### src/rtl/hazard_fwd_ctrl.sv
`default_nettype none
// ============================================================================
// Module   : hazard_fwd_ctrl
// Purpose  : Hazard and forwarding controller for a 5-stage RV32I pipeline.
//            It produces registered per-source forwarding selects (EX > MEM >
//            WB > RF), load-use stalls with bubble insertion, and branch/jump
//            redirect flushes, sequenced by a RUN/STALL/FLUSH machine.
// Ports    : clk, rst                 clock / synchronous active-high reset
//            id_*_i                   ID instruction sources and valid
//            ex_/mem_/wb_*_i          destination address + write-back enables
//            ex_is_load_i             EX instruction is a load
//            ex_redirect_i            EX resolved a taken branch / JAL / JALR
//            fwd_sel_o                2 bits per source: 00 RF 01 EX 10 MEM 11 WB
//            stall_if_o, stall_id_o   hold PC / hold IF/ID
//            flush_id_o, flush_ex_o   zero IF/ID / bubble into ID/EX
//            pc_sel_o                 00 PC+4, 01 redirect target
//            instr_sel_o              00 fetched instruction, 10 NOP
//            stall_cnt_o, flush_cnt_o saturating perf counters
// Config   : `define HAZARD_PERF_CNT_EN to add the perf counters and ports.
// Revision : 1.0 - initial release
// ============================================================================
module hazard_fwd_ctrl #(
    parameter int REG_AW     = 5,
    parameter int NUM_SRC    = 2,
    parameter int LOAD_STALL = 1,
    parameter int FLUSH_CYC  = 2,
    parameter int CNT_W      = 16
) (
    input  logic                      clk,
    input  logic                      rst,
    input  logic                      id_valid_i,
    input  logic [NUM_SRC*REG_AW-1:0] id_rs_addr_i,
    input  logic [NUM_SRC-1:0]        id_rs_used_i,
    input  logic [REG_AW-1:0]         ex_rd_addr_i,
    input  logic                      ex_wb_en_i,
    input  logic                      ex_is_load_i,
    input  logic [REG_AW-1:0]         mem_rd_addr_i,
    input  logic                      mem_wb_en_i,
    input  logic [REG_AW-1:0]         wb_rd_addr_i,
    input  logic                      wb_wb_en_i,
    input  logic                      ex_redirect_i,
    output logic [2*NUM_SRC-1:0]      fwd_sel_o,
    output logic                      stall_if_o,
    output logic                      stall_id_o,
    output logic                      flush_id_o,
    output logic                      flush_ex_o,
    output logic [1:0]                pc_sel_o,
    output logic [1:0]                instr_sel_o
`ifdef HAZARD_PERF_CNT_EN
    ,
    output logic [CNT_W-1:0]          stall_cnt_o,
    output logic [CNT_W-1:0]          flush_cnt_o
`endif
);

    localparam int MAXC = (LOAD_STALL > FLUSH_CYC) ? LOAD_STALL : FLUSH_CYC;
    localparam int CW   = $clog2(MAXC) + 1;

    localparam logic [1:0] FWD_RF      = 2'b00;
    localparam logic [1:0] FWD_EX      = 2'b01;
    localparam logic [1:0] FWD_MEM     = 2'b10;
    localparam logic [1:0] FWD_WB      = 2'b11;
    localparam logic [1:0] PC_SEQ      = 2'b00;
    localparam logic [1:0] PC_REDIR    = 2'b01;
    localparam logic [1:0] INSTR_FETCH = 2'b00;
    localparam logic [1:0] INSTR_NOP   = 2'b10;

    typedef enum logic [1:0] {
        S_RUN   = 2'd0,
        S_STALL = 2'd1,
        S_FLUSH = 2'd2
    } state_t;

    state_t              state_q, state_d;
    logic [CW-1:0]       cnt_q, cnt_d;
    logic [2*NUM_SRC-1:0] fwd_sel_q, fwd_sel_d;
    logic [1:0]          instr_sel_q;
    logic [NUM_SRC-1:0]  ex_match;
    logic                load_hit;

    // Per-source match against each downstream destination; x0 never forwards.
    for (genvar i = 0; i < NUM_SRC; i++) begin : g_src
        logic [REG_AW-1:0] rs;
        logic              live;
        logic              m_ex, m_mem, m_wb;

        assign rs    = id_rs_addr_i[i*REG_AW +: REG_AW];
        assign live  = id_rs_used_i[i] & (|rs);
        assign m_ex  = live & ex_wb_en_i  & (rs == ex_rd_addr_i);
        assign m_mem = live & mem_wb_en_i & (rs == mem_rd_addr_i);
        assign m_wb  = live & wb_wb_en_i  & (rs == wb_rd_addr_i);

        assign ex_match[i]        = m_ex;
        assign fwd_sel_d[2*i +: 2] = m_ex  ? FWD_EX  :
                                     m_mem ? FWD_MEM :
                                     m_wb  ? FWD_WB  : FWD_RF;
    end

    assign load_hit = id_valid_i & ex_is_load_i & (|ex_match);

    always_ff @(posedge clk) begin
        if (rst) begin
            state_q     <= S_RUN;
            cnt_q       <= '0;
            fwd_sel_q   <= '0;
            instr_sel_q <= INSTR_FETCH;
        end else begin
            state_q     <= state_d;
            cnt_q       <= cnt_d;
            // Recomputed every cycle, so a held ID instruction picks up the
            // load result from MEM once the bubble has gone through.
            fwd_sel_q   <= fwd_sel_d;
            instr_sel_q <= (pc_sel_o == PC_REDIR) ? INSTR_NOP : INSTR_FETCH;
        end
    end

    always_comb begin
        state_d    = state_q;
        cnt_d      = cnt_q;
        stall_if_o = 1'b0;
        stall_id_o = 1'b0;
        flush_id_o = 1'b0;
        flush_ex_o = 1'b0;
        pc_sel_o   = PC_SEQ;

        case (state_q)
            S_RUN, S_STALL: begin
                if (ex_redirect_i) begin
                    // Redirect wins over a load-use hit (and aborts a running
                    // stall): the ID instruction is on the wrong path anyway.
                    pc_sel_o   = PC_REDIR;
                    flush_id_o = 1'b1;
                    flush_ex_o = 1'b1;
                    if (FLUSH_CYC > 1) begin
                        state_d = S_FLUSH;
                        cnt_d   = CW'(FLUSH_CYC - 1);
                    end else begin
                        state_d = S_RUN;
                    end
                end else if (state_q == S_STALL) begin
                    stall_if_o = 1'b1;
                    stall_id_o = 1'b1;
                    flush_ex_o = 1'b1;
                    cnt_d      = cnt_q - CW'(1);
                    if (cnt_q <= CW'(1)) begin
                        state_d = S_RUN;
                    end
                end else if (load_hit) begin
                    stall_if_o = 1'b1;
                    stall_id_o = 1'b1;
                    flush_ex_o = 1'b1;
                    if (LOAD_STALL > 1) begin
                        state_d = S_STALL;
                        cnt_d   = CW'(LOAD_STALL - 1);
                    end
                end
            end
            S_FLUSH: begin
                flush_id_o = 1'b1;
                if (ex_redirect_i) begin
                    pc_sel_o = PC_REDIR;
                    cnt_d    = CW'(FLUSH_CYC - 1);
                end else begin
                    cnt_d = cnt_q - CW'(1);
                    if (cnt_q <= CW'(1)) begin
                        state_d = S_RUN;
                    end
                end
            end
            default: begin
                state_d = S_RUN;
                cnt_d   = '0;
            end
        endcase

        if (rst) begin
            stall_if_o = 1'b0;
            stall_id_o = 1'b0;
            flush_id_o = 1'b0;
            flush_ex_o = 1'b0;
            pc_sel_o   = PC_SEQ;
        end
    end

    assign fwd_sel_o   = fwd_sel_q;
    assign instr_sel_o = instr_sel_q;

`ifdef HAZARD_PERF_CNT_EN
    logic [CNT_W-1:0] stall_cnt_q, flush_cnt_q;

    always_ff @(posedge clk) begin
        if (rst) begin
            stall_cnt_q <= '0;
            flush_cnt_q <= '0;
        end else begin
            if (stall_if_o && (stall_cnt_q != {CNT_W{1'b1}})) begin
                stall_cnt_q <= stall_cnt_q + CNT_W'(1);
            end
            if ((pc_sel_o == PC_REDIR) && (flush_cnt_q != {CNT_W{1'b1}})) begin
                flush_cnt_q <= flush_cnt_q + CNT_W'(1);
            end
        end
    end

    assign stall_cnt_o = stall_cnt_q;
    assign flush_cnt_o = flush_cnt_q;
`endif

endmodule
`default_nettype wire

### config.mk
export PLATFORM = sky130hd
export DESIGN_NAME = hazard_fwd_ctrl
export DESIGN_NICKNAME = d
export VERILOG_FILES = /design/src/rtl/hazard_fwd_ctrl.sv
export SDC_FILE = /design/constraint.sdc
export NUM_CORES = 1
export LEC_CHECK = 0
export ABC_AREA = 1
export BUFFER_PORTS_ARGS = -buffer_cell sky130_fd_sc_hd__clkbuf_2
export CAP_MARGIN = 5
export CORE_UTILIZATION = 40
export DETAILED_ROUTE_END_ITERATION = 16
export PLACE_DENSITY = 0.72
export SYNTH_ARGS = -nofsm -noshare
export SYNTH_HDL_FRONTEND = slang
export SYNTH_SLANG_ARGS = --single-unit
### constraint.sdc
create_clock -name clk -period 1.19 [get_ports clk]
set_input_delay 0 -clock clk [delete_from_list [all_inputs] [get_ports clk]]
set_output_delay 0 -clock clk [all_outputs]
set_load 0.02 [all_outputs]
-- Yosys cells after proc, flatten, opt, wreduce, memory -nomap -nowiden
Index checks and enable logic that the tools add are counted.
Widths: inputs -> output; s select.
- bits in registers: 10
- bits in latches: 0
- bits in writable memories: 0
- memory bits (read-only): 0
- logic and storage cells: 74
- memories: 0
- add/sub/neg operators: 1
- multipliers: 0
- divide/modulo/power cells: 0
- magnitude comparators: 1
- eq/ne operators: 11
- shift-type cells: 0
- multiplexer cells: 30
- bitwise operators: 16
- reduce and logical (&&, ||, !) cells: 9
- operators with widths (cell ; number):
    $eq 5x5->1 ; 6
    $mux 2 ; 13
    $and 1x1->1 ; 16
    $mux 1 ; 14
    $reduce_or 5->1 ; 2
    $pmux 2 s2 ; 2
    $reduce_or 2->1 ; 4
    $eq 2x1->1 const B ; 2
    $ne 3x3->1 const B ; 1
    $reduce_or 3->1 ; 1
    $eq 2x2->1 const B ; 1
    $le 2x1->1 const B ; 1
    $logic_not 2->1 ; 1
    $ne 2x2->1 const B ; 1
    $pmux 1 s2 ; 1
    $reduce_and 2->1 ; 1
    $sub 2x1->2 const B ; 1

-- Longest topological paths before layout
- depth in word-level cells: 11
- depth in mapped cells: 11

-- Least setup slack after synthesis
OpenSTA, ideal clock, no wires.
- kind: register -> output
- start point: register state_q[0]
- end point: output stall_if_o
- data arrival time: 1.274 ns
- required time: 1.190 ns
- slack: -0.084 ns
- cell stages (with the launch flop): 5
- cell sequence: dfxtp_1 -> inv_1 -> or2_2 -> a21oi_1 -> buf_4
- longest elaborated chain between the ends: 5
- ends and longest elaborated chain (what ; line ; RTL):
    from (decl) ; 74 ; state_t state_q, state_d;
    from (signal assigned) ; 108 ; state_q <= state_d;
    $eq 2x1->1 ; n/a ;
    $mux 1 (2 in a row) ; n/a ;
    $mux 1 * (2 in a row) ; n/a ;
    to (decl) ; 43 ; output logic stall_if_o,
Mark *: on every way between the ends. The rest lies on a longest branch, timed or not.

-- Final worst setup path
- start point: register state_q[1]
- end point: output flush_ex_o
- longest elaborated chain between the ends: 5
- ends and longest elaborated chain (what ; line ; RTL):
    $eq 2x1->1 ; 126, 140 ;
    $mux 1 ; 140 ; end else if (state_q == S_STALL) begin
    $mux 1 ; 128 ; if (ex_redirect_i) begin
    $mux 1 * ; 126 ; case (state_q)
    $mux 1 * ; 176 ; if (rst) begin
    to (decl) ; 46 ; output logic flush_ex_o,
Marked as above.

==> impl_metrics.toml <==
[status]
outcome = "finished with violations"
violations = "negative setup slack"

[floorplanning]
dieArea_um2 = 2480
die_w_um = 49.8
fp.dieH_um = 49.8
core-area_um2 = 2060
num_rows = 16
start_util = 0.444
ioPinCount = 47

[worst_setup_path]
critPathCaptureType = "primary output"
worstRegToRegCells = 4
critPathRequiredTime_ns = 1.19
reg2reg_slack_ns = 0.11
r2r-start = "cnt_q[1]$_SDFFE_PP0P_"
path_class = "flip-flop to primary output"
crit_buf_inv = 2
r2r_end = "state_q[1]$_SDFFE_PP0P_"
critPathArrivalTime_ns = 1.22
crit_fanout = 4
cpMaxStageDelayCell = "dfxtp_2"
startpoint_type = "flip-flop"
cpPeakStageDelay_ns = 0.35
critPathTopFamily = "simple AND/OR/NAND/NOR gates"
crit_chain = "or2_4 -> nand3_2 -> nand2_2 -> inv_2 -> clkbuf_8"

[global_routing]
antenna_found_initial = 0
track_usage = 0.225
grt_pass1_wl_mm = 4.38
grt_max_degree = 7
grt_overflow_total = 0
first_global_vias = 1104

[finish]
drive_gt1_frac = 0.386
postLayoutCoreUtil = 0.616
syn2layout_area_growth_pct = 38.9
fin_cells = 229
fillers = 195
antenna_cells = 0
fin_nets = 239
layout_common_cells = "40 x nand2_1, 40 x clkbuf_2, 15 x inv_1"

[drt]
dr.first_iter.drc_count = 25
dr.pass1.iters = 4
wire_per_inst_um = 11.5
wl_mm = 2.64
vias = 1111
ant_nets = 0
drc_errors = 0
viasPerCell = 4.85

[placed_design]
portBuffers = 44
dp_cells = 222
place.gp.congestion = 0.925
dp_hpwl_mm = 2.13

[logic_synthesis]
synth.distinct_cells = 25
seq_area_frac_synth = 0.197
ys_ff_latch = 9
synth_area_leaders = "dfxtp_1 20%, nand2_1 17%, xor2_1 8.6%"
synth_top_area_frac = 0.197
postSynthCellCount = 153
yosys.area.top_type = "dfxtp_1"
ys_warn_count = 0
syn_avg_cell_area_um2 = 5.98
synth_area_um2 = 915

[clock_tree]
clock_latency_ns = 0.26
clock_tree.root_cell = "clkbuf_4"
cts.clk_slew.worst_paths_ns = 0.07
cts_inserted_buffers = 3
cts_max_level = 1
cts_buffer_depth = 2
cts_sinks = 9
cts_tree = "built"

[power_and_ir_drop]
swShare = 0.363
combPwrFrac = 0.375
p_int_mw = 0.576
p_clk_frac = 0.270
powerDensity_nw_per_um2 = 713
p_switching_mw = 0.329
p_leak_nw = 0.687
seqPwrFrac = 0.355
vdd_ir_drop_max_mv = 0.452

[sta]
drv_slew = 0
setup_viol = 3
period_needed_ns = 1.22
hold_viol_final = 0
rsz0062_at_grt = "yes"
skew_ns = 0.000928
fin_tns_setup_ns = -0.0816
fmaxAchievable_mhz = 817
fin_ws_ns = -0.0340
finalCritPeriodShare = 1.03

[min_path]
min_path_cells = 4
hp-class = "primary input to flip-flop"
whs_endpoint = "state_q[0]$_SDFFE_PP0P_"
hold_path.startpoint = "ex_redirect_i"

[job]
cap_violations = 0
routing by layer:
metal  global-route usage  wire (um)  vias up
met2                0.408       1290       47
li1                     -          -      569
met5                    0          0        -
met4               0.0810         56        0
met3               0.0370        170        6
met1                0.260       1130      489
what timing repair did:
action | in CTS | in global routing
hold endpoints to repair | 2 | 0
buffers inserted | 1 | 1
resized for setup | 13 | 10
pin swaps | 2 | 3
hold buffers | 1 | 0
endpoints found under the setup margin | 3 | 4
Yosys cell counts:
master    instances
nor2_1           15
or2_2             3
o21ai_0           3
nand3_1          14
a21oi_2           1
dfxtp_1           9
nand2_1          42
o21a_1            1
nor3_2            2
a21boi_0          1
nand3_2           3
buf_4             3
nor3_1            2
nand2_2           1
xor2_1            9
a31oi_1           1
nand4_1           1
conb_1            1
inv_1            17
o21bai_1          1
nor2_2            1
xnor2_1           6
a21oi_1           8
inv_2             7
ha_1              1
tightest hold or removal path: stages:
cell and delay [ns]:
clkbuf_2 0.12, nor2_4 0.05, nand2_2 0.09, nor3_1 0.06
registers in the layout, indices dropped and copies added (netlist names):
name / flops
instr_sel_o: 1
state_q: 2
fwd_sel_o: 4
cnt_q: 2
power by group through the flow:
stage / clock network [mW] / registers (mW) / logic [mW]
after floorplan: 0 / 0.330 / 0.184
after global placement: 0 / 0.326 / 0.309
after detailed placement: 0 / 0.327 / 0.316
after CTS: 0.244 / 0.321 / 0.326
after global routing: 0.258 / 0.323 / 0.376
final: 0.245 / 0.322 / 0.339
worst max-delay path by stage:
stage	startpoint	cells after the start	slack [ns]	end
after floorplan	state_q[0]$_SDFFE_PP0P_	4	0.07	stall_if_o
after global placement	id_rs_addr_i[6]	12	0.1	flush_ex_o
after detailed placement	id_rs_addr_i[6]	10	0.08	stall_if_o
after CTS	state_q[0]$_SDFFE_PP0P_	6	-0.01	flush_ex_o
after global routing	state_q[1]$_SDFFE_PP0P_	5	-0.08	flush_ex_o
final	state_q[1]$_SDFFE_PP0P_	5	-0.03	flush_ex_o
area by class of cell:
type	count	area, um2	area share
Multi-Input combinational cell	118	659	0.519
Clock inverter	1	5.00	0.00394
Clock buffer	3	22.5	0.0177
Inverter	24	90.1	0.0709
Timing Repair Buffer	47	277	0.218
Sequential cell	9	183	0.144
Tap cell	27	33.8	0.0266
kinds of logic (layout without fill, tap and decap cells):
family / after synthesis / in the layout / share of synthesized area
fa+ha+maj: 1 / 1 / 0.0137
compound gates: 16 / 16 / 0.101
other cells: 1 / 2 / 0.00410
simple gates: 84 / 84 / 0.417
xor+xnor: 15 / 15 / 0.144
flops: 9 / 9 / 0.197
buf+inv: 27 / 75 / 0.123
through the flow:
step	power, mW	hold slack [ns]	worst slack [ns]	area [um2]
after floorplan	0.513	0.0691	0.0717	922
after global placement	0.635	0.226	0.0952	1150
after detailed placement	0.643	0.216	0.0830	1150
after CTS	0.891	0.0778	-0.0122	1240
after global routing	0.957	0.0982	-0.0766	1270
final	0.905	0.0952	-0.0340	1270
(Power assumes the default switching activity.)
